### src/rtl/param_rotate_align.sv
// param_rotate_align
//   Sequential inverse of the parameterized rotator. Given a reference word
//   and a rotated word, it tries one left-rotate amount per cycle and reports
//   the smallest matching amount. The result uses the rotator's amt/op
//   encoding (op=0 left, op=1 right), so it can drive a rotator directly to
//   re-align data.
//
//   Build option: define ROTALIGN_EARLY_EXIT_EN to leave the search on the
//   first match (latency k+1). Without it, every search scans all nbits
//   candidates (latency constant nbits). Result values match in both builds.
//
// Ports
//   clk      in   clock, rising edge
//   reset_n  in   asynchronous active-low reset
//   in_val   in   request valid
//   in_rdy   out  request ready (IDLE only)
//   in_      in   [nbits]  rotated word (search target)
//   ref_     in   [nbits]  reference (unrotated) word
//   out_val  out  result valid (DONE only)
//   out_rdy  in   result ready
//   found    out  1 = some rotation matches
//   amt      out  [$clog2(nbits)] rotation amount
//   op       out  0 = rotate left, 1 = rotate right
module param_rotate_align #(
  parameter int nbits = 8
) (
  input  logic                     clk,
  input  logic                     reset_n,
  input  logic                     in_val,
  output logic                     in_rdy,
  input  logic [nbits-1:0]         in_,
  input  logic [nbits-1:0]         ref_,
  output logic                     out_val,
  input  logic                     out_rdy,
  output logic                     found,
  output logic [$clog2(nbits)-1:0] amt,
  output logic                     op
);

  localparam int AW = $clog2(nbits);

  localparam logic [1:0] IDLE   = 2'd0;
  localparam logic [1:0] SEARCH = 2'd1;
  localparam logic [1:0] DONE   = 2'd2;

  localparam logic [AW-1:0] LAST = AW'(nbits - 1);
  localparam logic [AW-1:0] HALF = AW'(nbits / 2);

`ifdef ROTALIGN_EARLY_EXIT_EN
  localparam logic EARLY = 1'b1;
`else
  localparam logic EARLY = 1'b0;
`endif

  logic [1:0]         r_state;
  logic [AW-1:0]      r_cnt;
  logic [nbits-1:0]   r_in;
  logic [nbits-1:0]   r_ref;
  logic               r_found;
  logic [AW-1:0]      r_amt;
  logic               r_op;

  logic [2*nbits-1:0] w_dbl;
  logic [nbits-1:0]   w_rot;
  logic               w_hit;
  logic [AW-1:0]      w_neg;

  // Left rotate: the upper half of {ref,ref} shifted left by cnt.
  assign w_dbl = {r_ref, r_ref} << r_cnt;
  assign w_rot = w_dbl[2*nbits-1:nbits];

  // Only the first match counts; later matches never overwrite it.
  assign w_hit = (w_rot == r_in) && !r_found;

  // nbits - cnt, taken modulo 2^AW (nbits is a power of two).
  assign w_neg = AW'(0) - r_cnt;

  always_ff @(posedge clk or negedge reset_n) begin
    if (!reset_n) begin
      r_state <= IDLE;
      r_cnt   <= '0;
      r_in    <= '0;
      r_ref   <= '0;
      r_found <= 1'b0;
      r_amt   <= '0;
      r_op    <= 1'b0;
    end else begin
      case (r_state)
        IDLE: begin
          if (in_val) begin
            r_in    <= in_;
            r_ref   <= ref_;
            r_cnt   <= '0;
            r_found <= 1'b0;
            r_amt   <= '0;
            r_op    <= 1'b0;
            r_state <= SEARCH;
          end
        end
        SEARCH: begin
          if (w_hit) begin
            r_found <= 1'b1;
            // A tie at nbits/2 stays a left rotate.
            if (r_cnt > HALF) begin
              r_op  <= 1'b1;
              r_amt <= w_neg;
            end else begin
              r_op  <= 1'b0;
              r_amt <= r_cnt;
            end
          end
          if ((r_cnt == LAST) || (EARLY && w_hit))
            r_state <= DONE;
          else
            r_cnt <= r_cnt + 1'b1;
        end
        DONE: begin
          if (out_rdy) r_state <= IDLE;
        end
        default: r_state <= IDLE;
      endcase
    end
  end

  assign in_rdy  = (r_state == IDLE);
  assign out_val = (r_state == DONE);
  assign found   = r_found;
  assign amt     = r_amt;
  assign op      = r_op;

endmodule

### config.mk
export PLATFORM = sky130hd
export DESIGN_NAME = param_rotate_align
export DESIGN_NICKNAME = d
export VERILOG_FILES = /design/src/rtl/param_rotate_align.sv
export SDC_FILE = /design/constraint.sdc
export NUM_CORES = 1
export LEC_CHECK = 0
export ABC_AREA = 1
export ABC_CLOCK_PERIOD_IN_PS = 2000
export CAP_MARGIN = 20
export CORE_AREA = 2 2 55 67
export CTS_CLUSTER_DIAMETER = 150
export DETAILED_ROUTE_END_ITERATION = 6
export DIE_AREA = 0 0 57 69
export PLACE_DENSITY_LB_ADDON = 0.25
export SKIP_LAST_GASP = 1
export SLEW_MARGIN = 20
export SYNTH_ARGS = -nofsm -noshare
export SYNTH_HDL_FRONTEND = slang
export SYNTH_SLANG_ARGS = --single-unit
### constraint.sdc
create_clock -name clk -period 2 [get_ports clk]
set_input_delay 0.4 -clock clk [delete_from_list [all_inputs] [get_ports clk]]
set_output_delay 0.4 -clock clk [all_outputs]
set_load 0.02 [all_outputs]
# ---- Yosys cells after proc, flatten, opt, wreduce, memory -nomap -nowiden
# Cells that the tools add are included.
dict set report totals {
  reg_bits 26
  inputBits 20
  out_inout_bits 7
  wordCells 44
}
dict set report classes {
  addsub 2
  n_lt_le_gt_ge 1
  eq_ne 9
  shifts 1
  muxes 16
  n_reduce_logical 8
}
# op n
set ops {}
lappend ops {{$shl 16x3->16} 1}
lappend ops {{$mux 3} 4}
lappend ops {{$pmux 3 s2} 2}
lappend ops {{$reduce_and 3->1} 3}
lappend ops {{$eq 8x8->1} 1}
lappend ops {{$ne 2x2->1 const B} 4}
lappend ops {{$mux 2} 3}
lappend ops {{$pmux 2 s3} 1}
lappend ops {{$mux 1} 4}
lappend ops {{$pmux 1 s2} 2}
lappend ops {{$add 3x1->3 const B} 1}
lappend ops {{$eq 3x3->1 const B} 1}
lappend ops {{$gt 3x3->1 const B} 1}
lappend ops {{$sub 1x3->3 const A} 1}
lappend ops {{$eq 2x1->1 const B} 1}
lappend ops {{$eq 2x2->1 const B} 1}
lappend ops {{$logic_not 2->1} 1}
lappend ops {{$ne 2x1->1 const B} 1}
lappend ops {{$reduce_and 2->1} 1}
lappend ops {{$reduce_bool 2->1} 1}
lappend ops {{$logic_and 1x1->1} 1}
lappend ops {{$logic_not 1->1} 1}

# ---- Longest topological paths before layout
dict set report depth {
  word_depth 5
  mapped_depth 16
  ltp_nobuf 14
}

# ---- Worst setup path after synthesis
# OpenSTA, ideal clock, no wires.
dict set report synth_timing {
  path_kind {register to register}
  startpoint {register r_cnt[0]}
  endpoint {register r_amt[2], in the netlist amt[2]}
  setup_time_ns 0.117
  t_arrival_ns 1.483
  required_ns 1.883
  setup_slack_ns 0.400
  stages_incl_launch_ff 15
  n_path_buf 2
  synth_period_minus_slack_ns 1.600
  cell_sequence {dfrtp_1 -> buf_6 -> inv_4 -> buf_12 -> nand2_4 -> nand3_1 -> nand3_1 -> nand2_1 -> nand2_1 -> nand2_1 -> nand2_1 -> nor2_4 -> nand3_4 -> nand3_1 -> nand2_1}
}
dict set report synth_between {
  elab_chain_len 5
  elab_cells_between_ends 10
  cone_classes {add/sub: 1; order compare: 1; eq/ne: 2; shift: 1; mux: 3; reduce/logical: 2}
}
# item line_no
set synth_lines {}
lappend synth_lines {{start: declaration} 56} ;# logic [AW-1:0] r_cnt;
lappend synth_lines {{start signal: assignment} 115} ;# r_cnt <= r_cnt + 1'b1;
lappend synth_lines {{$shl 16x3->16} 69} ;# assign w_dbl = {r_ref, r_ref} << r_cnt;
lappend synth_lines {{$eq 8x8->1} 73} ;# assign w_hit = (w_rot == r_in) && !r_found;
lappend synth_lines {{$logic_and 1x1->1} 73}
lappend synth_lines {{$ne 2x2->1 (no source line)} --}
lappend synth_lines {{$reduce_and 3->1 (no source line)} --}
lappend synth_lines {{end signal: assignment} 106} ;# r_amt <= w_neg;
lappend synth_lines {{end signal: assignment} 109} ;# r_amt <= r_cnt;
lappend synth_lines {{end: declaration} 60} ;# logic [AW-1:0] r_amt;
# Several ways; a longest one is shown, not always the timed one. The select of a mux whose other input is x is not followed.
# A chain may end at the register's enable or synchronous reset.

# ---- Worst setup path in the final report
dict set report layout_timing {
  startpoint {register r_state[0]}
  endpoint {output port in_rdy}
}
dict set report layout_between {
  elab_chain_len 1
}
# item line_no
set layout_lines {}
lappend layout_lines {{start: declaration} 55} ;# logic [1:0] r_state;
lappend layout_lines {{start signal: assignment} 80} ;# r_state <= IDLE;
lappend layout_lines {{start signal: assignment} 97} ;# r_state <= SEARCH;
lappend layout_lines {{start signal: assignment} 113} ;# r_state <= DONE;
lappend layout_lines {{$logic_not 2->1} 125} ;# assign in_rdy = (r_state == IDLE);
lappend layout_lines {{end: declaration} 30} ;# output logic in_rdy,
# Every way passes these cells.

==> key figures <==
GRT
  • Global router's overall resource usage: 18.1%
  • Largest net degree at the start of global routing: 27
  • Number of global-route vias before repair: 1384
  • Total grt overflow: 0
  • Initial antenna violation count: 0
  • Grt met2 use: 31.8%
  • Grt met3 use: 2.81%
  • First-pass GRT wire length: 5.78 mm
  • GRT met1 Usage: 21.3%
  • Most Crowded Layer GR: met2

Worst setup path
  • WP data required: 1.60 ns
  • Arr. time, crit path: 1.49 ns
  • R2r startpoint: r_cnt[0]
  • FF-to-FF path depth: 12
  • CP startpoint kind: register
  • R2r endpoint: amt[2]
  • Cell family with most CP delay: buffers and inverters
  • Critical Path Source: r_state[0]
  • CP Class: register to output port
  • CP bufs+invs: 1
  • CP Capture Type: output port
  • Worst Path Max Fanout: 4
  • CP max stage delay: 0.63 ns
  • Reg-to-reg slack, setup: 0.25 ns
  • CP Cell Sequence: nor2_1 > clkdlybuf4s50_1
  • Slowest stage cell, crit path: clkdlybuf4s50_1

Placed design
  • GPL Wtd Cong: 0.833
  • Post-DP HPWL: 2.48 mm
  • Place WS: 0.152 ns
  • Port bufs: 26
  • Area after DPL: 0.00193 mm^2

Clock tree
  • CTS tree: built
  • Clock-pin slew on the worst setup and hold paths: 0.09 ns
  • Number of setup buffers added after CTS: 0
  • TritonCTS Buffers: 3
  • H-tree depth: 1
  • Clk root buf: clkbuf_8
  • Hold_buf cts: 0
  • Worst-skew pair later-pin latency: 0.27 ns
  • Post-CTS sizing: 0
  • CTS max path bufs: 2
  • Sink Count: 26

Timing
  • TNS Setup: 0 ns
  • Period Utilization, post-route: 94.3%
  • Min Tclk post-route: 1.89 ns
  • Worst Skew: 0.00301 ns
  • Fmax: 530 MHz
  • Worst-margin pin slew: 0.403 ns
  • Fin. Hold Viols: 0
  • Slew Limit Headroom: 73.2%
  • Max-slew violation count: 0
  • Unrepaired setup endpoints after global routing: no
  • Setup ws final: 0.113 ns
  • Final setup fails: 0

Final layout
  • Final Instance Area: 0.00199 mm^2
  • P&R area growth vs syn: 20.3%
  • Diodes inserted: 0
  • Layout cells sized above 1: 17.4%
  • Final #Nets: 265

Drt
  • Wirelength per Cell: 11.5 um
  • Routed WL: 3.20 mm
  • 1st-pass router iterations: 4
  • Starting DRT DRC Count: 50
  • Via count: 1420
  • DRC viols: 0
  • Detail Route Antenna Nets: 0
  • DR vias/cell: 5.11

Synthesis
  • Ranking of synthesized cells by area: dfrtp_1, nand2_1, nand3_1
  • Post-synth top flop: dfrtp_1
  • Synthesis Warnings: 0
  • Mapped Nets: 237
  • Synth top area share: 39.3%
  • Mapped Area: 0.00166 mm^2
  • Distinct cells, synth: 29
  • Post-synthesis async set-or-reset flop share: 100%
  • FF+latch count, synth: 26
  • Yosys top cell by area: dfrtp_1
  • Number of synthesized flops with an enable pin: 0
  • Post-Syn Area per Cell: 7.74 um^2
  • Cells after Synth: 214
  • Post-synthesis sequential area ratio: 39.3%

Run
  • Max-Cap Viols: 0

Floorplanning
  • Core footprint: 0.00328 mm^2
  • Initial Util: 50.5%
  • Die Height: 69 um
  • Die area: 0.00393 mm^2
  • Row count: 23
  • Die width: 57 um
  • I/O pins: 27

Run status
  • Status: finished clean

Power
  • Leak pwr: 1.02 nW
  • Worst vdd ir: 0.000986 V
  • PwrDens: 1620 mW/mm^2
  • Pwr Total: 3.23 mW

Worst hold path
  • Hold WC Path Type: primary input to async pin
kinds of logic (layout without fill, tap and decap cells):
group / after synthesis / in the layout / synth area share [%]
fa+ha+maj: 3 / 3 / 2.27
buf+inv: 25 / 52 / 8.01
simple gates: 146 / 146 / 45.1
compound gates: 13 / 13 / 4.31
flops: 26 / 26 / 39.3
xor+xnor: 1 / 1 / 0.983
metrics by stage:
stage                     hold WS, ns  instances  util (%)
after floorplan                 0.104        214         -
after global placement          0.475        274      58.9
after detailed placement        0.480        274      58.9
after CTS                       0.501        278      60.6
after global routing            0.523        278      60.7
final                           0.491        278      60.7
placed cells by master, fill, tap and decap left out, drive strengths merged, types with 2 or more instances in the layout:
master	netlist	final
nor2	11	11
nand2	87	87
dfrtp	26	26
nand3	43	43
clkbuf	3	4
ha	3	3
clkdlybuf4s50	0	26
nand4	2	2
o21ai	10	10
buf	5	5
inv	17	17
a21oi	2	2
per-layer routing:
| metal | vias up | wire, um |
|---|---|---|
| met5 | - | 0 |
| met4 | 0 | 78 |
| met3 | 8 | 98 |
| met2 | 34 | 1660 |
| met1 | 636 | 1360 |
| li1 | 742 | - |
cell usage after synthesis (2+ instances only):
cell and number:
nand2_2 5, nand2_4 7, nand4_1 2, nor2_1 7, dfrtp_1 26, buf_6 2, clkbuf_1 3, nand3_1 36
inv_2 5, nand3_2 6, o21ai_0 9, inv_1 11, nand2_1 75, nor2_4 3, ha_1 3
worst max path at each step:
| stage | end | slack, ns | cells past startpoint |
|---|---|---|---|
| 6_report | in_rdy | 0.11 | 2 |
| 5_1_grt | in_rdy | 0.02 | 2 |
| 4_1_cts | in_rdy | 0.1 | 2 |
| 3_5_place_dp | amt[2] | 0.15 | 11 |
| 3_3_place_gp | amt[1] | 0.17 | 11 |
| 2_1_floorplan | amt[2] | 0.40 | 14 |
power by group:
group          switching, mW  internal (mW)  leakage (nW)
combinational           1.14          0.738         0.661
sequential             0.250          0.759         0.328
clock                  0.163          0.176        0.0288
registers in the layout, summed over array words and instances, names as in the netlist:
name,flops
r_in,8
r_ref,8
amt,3
r_cnt,3
r_state,2
found,1
op,1
final cells by class:
type	instances	area [um^2]
fillers	320	1290
multi-input cells	163	872
flip-flops and latches	26	652
repair buffers	31	298
inverters	17	68.8
clock buffers	4	55.1
well taps	37	46.3
Power figures use the tool's default switching activity.
